===== src/rtl/mem_arbiter.sv =====
// Two-port memory arbiter: an instruction-fetch port and a data port share one
// RAM. Data has priority from IDLE, and the ports alternate while both are busy.
// A grant that runs too long, or a RAM ERROR status, locks the arbiter in ERR.
//
// Ports:
//   CLK, RST                    clock, asynchronous active-high reset
//   iREN, iaddr                 instruction read request and address
//   dREN, dWEN, daddr, dstore   data read/write request, address, store data
//   iwait, dwait                high while the request is not complete
//   iload, dload                read data, valid only in the completion cycle
//   ramREN, ramWEN              RAM read/write strobes
//   ramaddr, ramstore           RAM address and write data
//   ramload, ramstate           RAM read data and status (FREE/BUSY/ACCESS/ERROR)
//   err                         sticky error flag, cleared only by reset
module mem_arbiter #(
   parameter int WORD_W  = 32,
   parameter int TIMEOUT = 16
) (
   input  logic              CLK,
   input  logic              RST,
   input  logic              iREN,
   input  logic [WORD_W-1:0] iaddr,
   input  logic              dREN,
   input  logic              dWEN,
   input  logic [WORD_W-1:0] daddr,
   input  logic [WORD_W-1:0] dstore,
   output logic              iwait,
   output logic              dwait,
   output logic [WORD_W-1:0] iload,
   output logic [WORD_W-1:0] dload,
   output logic              ramREN,
   output logic              ramWEN,
   output logic [WORD_W-1:0] ramaddr,
   output logic [WORD_W-1:0] ramstore,
   input  logic [WORD_W-1:0] ramload,
   input  logic [1:0]        ramstate,
   output logic              err
);

   localparam int CW = $clog2(TIMEOUT + 1);

   localparam logic [1:0] RS_ACCESS = 2'b10;
   localparam logic [1:0] RS_ERROR  = 2'b11;

   typedef enum logic [1:0] {
      IDLE = 2'b00,
      IGNT = 2'b01,
      DGNT = 2'b10,
      ERR  = 2'b11
   } state_t;

   state_t        state;
   state_t        nxt;
   logic [CW-1:0] cnt;

   logic d_req;
   logic acc;
   logic tmo;
   logic grant;
   logic d_done;
   logic i_done;

   assign d_req  = dREN | dWEN;
   assign acc    = (ramstate == RS_ACCESS);
   assign grant  = (state == IGNT) || (state == DGNT);
   // Last allowed grant cycle: this one would bring the counter to TIMEOUT.
   assign tmo    = grant && !acc && (cnt == CW'(TIMEOUT - 1));
   assign d_done = (state == DGNT) && d_req && acc;
   assign i_done = (state == IGNT) && iREN && acc;
   assign err    = (state == ERR);

   // State register
   always_ff @(posedge CLK or posedge RST) begin
      if (RST) begin
         state <= IDLE;
      end else begin
         state <= nxt;
      end
   end

   // Grant-cycle counter: cleared on entering a grant, counts non-ACCESS cycles
   always_ff @(posedge CLK or posedge RST) begin
      if (RST) begin
         cnt <= '0;
      end else if ((nxt == IGNT || nxt == DGNT) && nxt != state) begin
         cnt <= '0;
      end else if (grant && !acc) begin
         cnt <= cnt + CW'(1);
      end
   end

   // Next-state logic
   always_comb begin
      nxt = state;
      case (state)
         IDLE: begin
            if (d_req)
               nxt = DGNT;
            else if (iREN)
               nxt = IGNT;
         end
         DGNT: begin
            if (ramstate == RS_ERROR)
               nxt = ERR;
            else if (!d_req)
               nxt = IDLE;
            else if (acc)
               nxt = iREN ? IGNT : IDLE;
            else if (tmo)
               nxt = ERR;
         end
         IGNT: begin
            if (ramstate == RS_ERROR)
               nxt = ERR;
            else if (!iREN)
               nxt = IDLE;
            else if (acc)
               nxt = d_req ? DGNT : IDLE;
            else if (tmo)
               nxt = ERR;
         end
         default: nxt = ERR;
      endcase
   end

   // Outputs: Moore on state, strobes gated by the live requests
   always_comb begin
      ramREN   = 1'b0;
      ramWEN   = 1'b0;
      ramaddr  = '0;
      ramstore = '0;
      iload    = '0;
      dload    = '0;
      iwait    = iREN;
      dwait    = d_req;
      case (state)
         DGNT: begin
            ramaddr  = daddr;
            ramstore = dstore;
            ramWEN   = dWEN;
            ramREN   = dREN & ~dWEN;
            if (d_done) begin
               dwait = 1'b0;
               dload = ramload;
            end
         end
         IGNT: begin
            ramaddr = iaddr;
            ramREN  = iREN;
            if (i_done) begin
               iwait = 1'b0;
               iload = ramload;
            end
         end
         default: ;
      endcase
   end

endmodule


===== config.mk =====
export PLATFORM = sky130hd
export DESIGN_NAME = mem_arbiter
export DESIGN_NICKNAME = d
export VERILOG_FILES = /design/src/rtl/mem_arbiter.sv
export SDC_FILE = /design/constraint.sdc
export NUM_CORES = 1
export LEC_CHECK = 0
export CAP_MARGIN = 25
export CORE_AREA = 4 4 102 104
export DETAILED_ROUTE_END_ITERATION = 12
export DIE_AREA = 0 0 106 108
export PLACE_DENSITY = 0.67
export SLEW_MARGIN = 10
export SYNTH_ARGS = -nofsm -noshare
export SYNTH_HDL_FRONTEND = slang
export SYNTH_SLANG_ARGS = --single-unit

===== constraint.sdc =====
create_clock -name CLK -period 2.5 [get_ports CLK]
set_input_delay 0.25 -clock CLK [delete_from_list [all_inputs] [get_ports CLK]]
set_output_delay 0.25 -clock CLK [all_outputs]
set_load 0.005 [all_outputs]

======== Yosys cells after proc, flatten, opt, wreduce, memory -nomap -nowiden ========
Cells that the tools add are included.
storage, ports and cells
  bits of input ports ..................... 135
  output and inout bits ................... 133
  word-level logic and storage cells ...... 53
  register bits after elaboration ......... 7
operators by class
  reductions and logical operators ........ 12
  bitwise gates (word level) .............. 3
  equality and inequality tests ........... 9
  add/subtract/negate cells ............... 1
  mux-type cells .......................... 26
operators with widths
  operator                                                               number
  32-bit two-way mux                                                     5
  32-bit one-hot mux with 2 select lines                                 1
  2-bit two-way mux                                                      10
  2-bit equality test, second input constant                             5
  5-bit two-way mux                                                      2
  1-bit logical AND                                                      7
  1-bit two-way mux                                                      6
  2-bit one-hot mux with 3 select lines                                  1
  5-bit by 1-bit adder with 5-bit output, second input constant          1
  5-bit by 4-bit equality test with 1-bit output, second input constant  1
  2-bit by 1-bit equality test with 1-bit output, second input constant  2
  2-bit logical NOT                                                      1
  1-bit logical OR                                                       2
  2-bit != test                                                          1
  1-bit one-hot mux with 2 select lines                                  1
  2-bit nonzero test                                                     1
  1-bit AND                                                              1
  1-bit logical NOT                                                      1
  1-bit NOT                                                              1
  1-bit bitwise OR                                                       1

======== Depth between registers and ports, before layout ========
Gate-level depths: netlist (run 1).
  depth after elaboration ................. 13
  depth in mapped cells ................... 8
  mapped depth without buffers ............ 7

======== Worst setup path before layout (run 1) ========
OpenSTA, ideal clock, no wires.
  kind .................................... register -> register
  start point ............................. reg cnt[0]
  end point ............................... reg cnt[0]
  setup slack ............................. 0.547 ns
  period minus slack after synthesis ...... 1.953 ns
  path buffers ............................ 1
  library setup time ...................... 0.104 ns
  required time ........................... 2.396 ns
  stages on the path, launching flop included .. 9
  arrival ................................. 1.849 ns
  cell sequence ........................... dfrtp_1 ha_1 and3_1 ha_1 a21oi_1 a211oi_1 or3_1 buf_2 a221oi_1
on the way
  longest elaborated chain between the ends .. 11
  elaborated cells on any way between the ends .. 19
  those cells by class .................... 1 x add/sub; 4 x eq/ne; 10 x mux; 4 x reduce/logical
ends and longest elaborated chain
  what                                                                                   line      text
  start: declaration                                                                     54        logic [CW-1:0] cnt;
  start signal: assignment                                                               88        cnt <= cnt + CW'(1);
  5-bit by 4-bit equality test with 1-bit output (*)                                     67        assign tmo = grant && !acc && (cnt == CW'(TIMEOUT - 1));
  1-bit logical AND (*)                                                                  67
  2-bit two-way mux (*)                                                                  109, 119
  2-bit two-way mux, on equally long branches                                            117, 107
  2-bit two-way mux, on equally long branches                                            115, 105
  2-bit two-way mux, on equally long branches                                            113, 103
  2-bit one-hot mux with 3 select lines (*)                                              95        case (state)
  via nxt[1]                                                                             53        state_t nxt;
  2-bit by 1-bit equality test with 1-bit output or 2-bit equality test (tied branches)  85        end else if ((nxt == IGNT || nxt == DGNT) && nxt != state) begin
  1-bit logical OR                                                                       85
  1-bit logical AND (*)                                                                  85
  5-bit two-way mux or 2-bit nonzero test (tied branches)                                -
Mark *: on every way through the listed nets, which the timed path passes. The rest lies on a longest branch. The select of a mux whose other input is x is not followed.
A chain may end at the register's enable or synchronous reset.

======== Worst setup path in the final report (run 1) ========
  start point ............................. reg state[1]
  end point ............................... out iload[30]
on the way
  longest elaborated chain between the ends .. 5
ends and longest elaborated chain
  what                                                line     text
  start: declaration                                  52       state_t state;
  start signal: assignment                            77       state <= nxt;
  2-bit by 1-bit equality test with 1-bit output (*)  69, 136
  1-bit logical AND (2 in a row)                      69       assign i_done = (state == IGNT) && iREN && acc;
  32-bit two-way mux                                  150      if (i_done) begin
  32-bit two-way mux (*)                              136      case (state)
  end: declaration                                    29       output logic [WORD_W-1:0] iload,
Mark *: on every way between the ends. The rest lies on a longest branch, timed or not.

==> results of run 1 <==
-- cell type report --
class	instances	share of cell area [%]
sequential	7	3.79
inverter	6	0.484
timing repair buffer	277	60.1
clock buffer	4	0.968
tap	133	3.58
multi-input combinational	209	31.1
-- cells by family (layout without fill, tap and decap cells) --
kind of cell,count (synthesis),in the layout,share of synthesized area (%)
AND/OR/NAND/NOR,147,147,52.9
adder cells (fa/ha/maj),6,6,4.41
multiplexers,2,2,1.25
flip-flops,7,7,10.3
buffers and inverters,28,287,6.69
AO/OA/AOI/OAI,51,51,22.9
XOR/XNOR,3,3,1.54
-- metrics by stage --
stage / area (um^2) / cells / hold WS, ns / power, mW / util [%]
detailed placement: 4560 / 632 / 0.510 / 0.346 / 47.8
global route: 4650 / 636 / 0.282 / 0.529 / 48.7
floorplan: 1700 / 244 / 0.0534 / 0.124 / -
finish: 4650 / 636 / 0.260 / 0.502 / 48.7
CTS: 4630 / 636 / 0.275 / 0.507 / 48.5
global placement: 4560 / 632 / 0.500 / 0.344 / 47.8
-- worst max-delay path, cell delays in order, from the launching register on --
cell             delay (ns)
dfrtp_2                0.45
inv_1                  0.11
ha_2                   0.25
nand2_2                0.13
nor2_4                 0.15
buf_6                  0.15
and2_1                 0.15
clkdlybuf4s50_1        0.52
-- where the power goes --
| part | leakage, nW | internal, mW | switching (mW) |
|---|---|---|---|
| combinational | 1.56 | 0.188 | 0.0440 |
| clock | 0.0228 | 0.110 | 0.0458 |
| sequential | 0.0818 | 0.114 | 0 |
-- state kept, by name, summed over array words and instances, names as in the netlist --
| register | flops |
|---|---|
| cnt | 5 |
| state | 2 |
-- cells in the mapped netlist, types with 2 or more instances --
cell type and count:
a22oi_1 32, and2_1 97, a221oi_1 5, ha_1 6, a211oi_1 2, a21boi_0 2
xor2_1 3, nand2b_1 2, inv_1 6, nand3_1 2, nand2_1 2, nor2_1 5
and3_1 2, nor2b_1 33, clkbuf_1 20, dfrtp_1 7, a21oi_1 3
-- per-layer routing --
metal	up-vias	part of all wire (%)	track usage (%)
met5	-	0	0
met4	0	0.20	1.39
met3	2	9.1	5.43
met2	134	51	29.9
met1	1214	39	19.6
li1	1349	-	-
-- how the worst min path moves through the flow --
stage,slack [ns],to,depth (start not counted),start
finish,0.26,cnt[4],2,RST
CTS,0.28,state[0],2,RST
floorplan,0.05,cnt[0],1,RST
detailed placement,0.51,state[0],2,RST
global placement,0.50,state[0],2,RST
global route,0.28,cnt[4],2,RST
-- repair_timing --
action                     4_1_cts  5_1_grt
pin swaps                        0        0
gates resized for setup          6        6
setup endpoints to repair       54       91
==> run_results.csv, run 1 <==
group,metric,value,unit
setup_path,startpoint,"state[1]",
placed_design,place_ws,0.165,ns
clocking,cts_hold_buf,0,
power_and_ir_drop,vdd_drop_max,0.0992,mV
clocking,postCtsSetupBuffers,0,
clocking,cts_root_buf,"clkbuf_8",
min_path,hp-class,"primary input to asynchronous set/reset pin",
finish,num_antenna_cells,0,
setup_path,endpoint_kind,"output pin",
synth,synth.largest_area_cell,"and2_1",
synth,synthesis.area,1700,um^2
synth,yosys_warnings,0,
floorplan,core-area,9550,um^2
detailed_routing,drtAntennaViolNets,0,
detailed_routing,drtPass1Iterations,4,
setup_path,critPathKind,"flip-flop to output pin",
floorplan,ioPinCount,268,
synth,synth_edf_count,0,
finish,final_cell_mix,"267 x clkdlybuf4s50_1, 97 x and2_1, 33 x nor2b_1",
clocking,clk_pin_slew,0.04,ns
setup_path,ff2ff_setup_slack,0.26,ns
placed_design,routabilityCongestion,0.820,
flow_run,maxCapViolCount,0,
detailed_routing,drc,0,
synth,syn_area_per_cell,6.97,um^2
finish,drive_gt1_share,4.57,%
placed_design,place.detailed.hpwl,8.68,mm
detailed_routing,wl_per_cell,16.3,um
clocking,clock_latency,0.22,ns
power_and_ir_drop,power_density,108,nW/um^2
floorplan,die_w,106,um
sta,relSlewSlack,60.1,%
grt,grt_max_degree,38,
synth,synth_ff_type,"dfrtp_1",
finish,fillers,932,
clocking,h-tree-depth,1,
setup_path,r2r-start,"state[0]",
sta,setup_viol,0,
setup_path,cp-endpoint,"iload[30]",
synth,netlist_instances,244,
detailed_routing,drt_iter0_drc,147,
grt,grt_antenna_before_repair,0,
grt,gr-total-overflow,0,
synth,synth_top_area_share,35.7,%
sta,fin_worst_skew,0.00215,ns
setup_path,reg2regPathDepth,7,
synth,ys_seq_area_share,10.3,%
sta,hold_viol,0,
setup_path,cp.required,2.25,ns
setup_path,r2r_end,"cnt[0]",
sta,drv_slew,0,
sta,fin_tns_setup,0,ns
clocking,cts.sinks,7,
sta,finalCritPeriodShare,95.4,%
finish,multi_input_area,1450,um^2
setup_path,critPathMaxFanout,13,
grt,grt_pass1_wl,15.1,mm
floorplan,die_h,108,um
finish,fin_nets,645,
floorplan,row_count,36,
sta,min_period,2.39,ns
sta,setup_ws,0.115,ns
synth,synth_nets,385,
sta,tightest_slew,0.594,ns
clocking,cts_buffers,3,
finish,areaGrowthSynthToFinish,173,%
finish,seq_area,176,um^2
status,status,"finished clean",
setup_path,arrival,2.14,ns
placed_design,portBuffers,267,
detailed_routing,vias_per_cell,4.24,
grt,gr-usage-all-layers,16.4,%
power_and_ir_drop,p_leak,1.66,nW
synth,synth_seq_cells,7,
clocking,cts_tree,"yes",
grt,first_global_vias,2638,
finish,layout_commonest_cell,"clkdlybuf4s50_1",
synth,ys_types,32,
setup_path,start_kind,"flip-flop",
synth,synthArstFlopShare,100,%
sta,rsz0062_at_grt,"yes",
detailed_routing,drt_wl_total,10.4,mm
floorplan,die_area,11400,um^2
clocking,cts.path.max_buffers,2,
synth,ys_top_cells_by_area,"and2_1 36%, a22oi_1 14%, nor2b_1 12%, dfrtp_1 10%, clkbuf_1 4.4%",
sta,max_freq,419,MHz
detailed_routing,vias,2699,
floorplan,initial_core_util,17.8,%
(Power assumes the default switching activity.)
==> run 2: changes to the inputs <==
- CORE_AREA: 4 4 102 104 -> 2 2 105 107
- DIE_AREA: 0 0 106 108 -> 0 0 107 109
- PLACE_DENSITY: 0.67 -> unset
- clock period: 2.5 -> 1.9 ns (I/O delays scaled with it)
==> run_results.csv, run 2 (synthesized netlist as in run 1, its figures left out) <==
group,metric,value,unit
setup_path,crit_chain,"buf_6 > ha_4 > buf_8 > buf_6 > o211ai_4 > o311ai_4 > or3_4 > a221oi_2",
setup_path,r2r_end,"cnt[4]",
setup_path,arrival,2.21,ns
sta,setup_viol,64,
setup_path,ff2ff_setup_slack,-0.18,ns
setup_path,crit_buf_inv,3,
clocking,cts_tree,"yes",
setup_path,critPathMaxFanout,6,
placed_design,place.detailed.hpwl,7.91,mm
finish,fin_util,55.1,%
floorplan,die_h,109,um
detailed_routing,drtPass1Iterations,4,
setup_path,cp-endpoint,"cnt[4]",
flow_run,maxCapViolCount,0,
grt,grt_pass1_wl,15.6,mm
detailed_routing,drt_iter0_drc,128,
min_path,hp-class,"primary input to asynchronous set/reset pin",
sta,rsz0062_at_grt,"yes",
sta,holdWs,0.207,ns
setup_path,crit_family,"compound AO/OA/AOI/OAI gates",
floorplan,core-area,10600,um^2
power_and_ir_drop,combPwrFrac,49.4,%
finish,final_cell_mix,"134 x clkdlybuf4s50_1, 67 x buf_6, 52 x and2_1",
setup_path,endpoint_kind,"flip-flop",
clocking,clk_pin_slew,0.04,ns
finish,top_regs,"cnt x5, state x2",
grt,gr-total-overflow,0,
floorplan,row_count,38,
grt,first_global_vias,2983,
status,status,"finished with violations",
sta,drv_slew,0,
setup_path,reg2regPathDepth,8,
setup_path,r2r-start,"state[1]",
setup_path,start_kind,"flip-flop",
clocking,h-tree-depth,1,
finish,fin_nets,724,
sta,setup_ws,-0.181,ns
setup_path,startpoint,"state[1]",
sta,fin_worst_skew,0.00133,ns
sta,finalCritPeriodShare,110,%
grt,gr-usage-all-layers,16.7,%
setup_path,cp.depth,8,
setup_path,cp.required,2.03,ns
clocking,clock_latency,0.22,ns
placed_design,portBuffers,267,
placed_design,routabilityCongestion,0.812,
floorplan,die_area,11700,um^2
floorplan,initial_core_util,16.0,%
floorplan,die_w,107,um
power_and_ir_drop,p_seq_share,21.4,%
setup_path,cpMostUsedCell,"buf_6",
finish,largest_reg_flops,5,
detailed_routing,wl_per_cell,16.7,um
clocking,cts_root_buf,"clkbuf_8",
power_and_ir_drop,power.internal,0.554,mW
finish,layout_commonest_cell,"clkdlybuf4s50_1",
setup_path,slowest_delay,0.45,ns
clocking,cts.path.max_buffers,2,
status,violations,"negative setup slack",
power_and_ir_drop,swShare,20.9,%
sta,hold_viol,0,
sta,relSlewSlack,64.2,%
clocking,cts.sinks,7,
finish,drive_gt1_share,49.8,%
power_and_ir_drop,vdd_drop_max,0.145,mV
finish,num_antenna_cells,0,
detailed_routing,vias,3115,
power_and_ir_drop,p_leak,2.70,nW
floorplan,ioPinCount,268,
grt,grt_max_degree,28,
detailed_routing,drc,0,
detailed_routing,drt_wl_total,12.1,mm
sta,tightest_slew,0.528,ns
setup_path,critPathKind,"flip-flop to flip-flop",
sta,min_period,2.08,ns
finish,areaGrowthSynthToFinish,244,%
finish,top_register,"cnt",
power_and_ir_drop,power_density,120,nW/um^2
clocking,cts_buffers,3,
grt,grt_antenna_before_repair,0,
sta,max_freq,481,MHz
power_and_ir_drop,p_sw,0.146,mW
detailed_routing,drtAntennaViolNets,0,
setup_path,cp_slowest_cell,"or3_4",
detailed_routing,vias_per_cell,4.31,
power_and_ir_drop,p_clk_share,29.2,%
## run 2: layer usage
metal | wire [um] | GRT usage (%)
met1 | 4530 | 18.8
met5 | 0 | 0
met3 | 851 | 4.24
met4 | 79 | 2.50
met2 | 6600 | 32.1
## run 2: power groups by stage
stage | combinational, mW | clock [mW] | sequential [mW]
2_1_floorplan | 0.0115 | 0 | 0.152
3_3_place_gp | 0.313 | 0 | 0.152
3_5_place_dp | 0.317 | 0 | 0.152
4_1_cts | 0.326 | 0.208 | 0.150
5_1_grt | 0.364 | 0.220 | 0.150
6_report | 0.345 | 0.205 | 0.150
## run 2: timing repair
item	4_1_cts	5_1_grt
pin swaps	12	46
hold endpoints to repair	0	0
setup buffers	20	25
endpoints found under the setup margin	138	111
cloned	7	5
gates resized for setup	337	242
hold buffers	0	0
## run 2: cell type report
cell class / count / area (um^2)
tap: 140 / 175
inverter: 6 / 25.0
multi-input combinational: 209 / 1860
fill: 945 / 4760
timing repair buffer: 356 / 3560
clock buffer: 4 / 45.0
sequential: 7 / 176
## run 2: how the worst min path moves through the flow
stage	start	endpoint	slack (ns)	depth (start not counted)
3_5_place_dp	RST	cnt[2]	0.46	2
2_1_floorplan	RST	cnt[0]	-0.007	1
3_3_place_gp	RST	cnt[4]	0.44	2
5_1_grt	RST	cnt[3]	0.24	2
4_1_cts	RST	cnt[3]	0.22	2
6_report	RST	cnt[2]	0.21	2
## run 2: metrics by stage
stage | setup WS [ns] | total power, mW | std cells | setup TNS, ns | area, um^2
finish | -0.181 | 0.700 | 722 | -4.09 | 5850
floorplan | 0.00198 | 0.163 | 244 | 0 | 1770
CTS | -0.196 | 0.684 | 695 | -2.83 | 5290
global placement | -0.216 | 0.465 | 664 | -12.33 | 4850
global route | -0.252 | 0.734 | 722 | -9.59 | 5850
detailed placement | -0.222 | 0.469 | 664 | -12.15 | 4850
==> run 3: changes to the inputs <==
- HOLD_SLACK_MARGIN: unset -> 0.06
==> results of run 3 <==
Same layout as run 2: the final DEF is identical, and so are final timing and power.
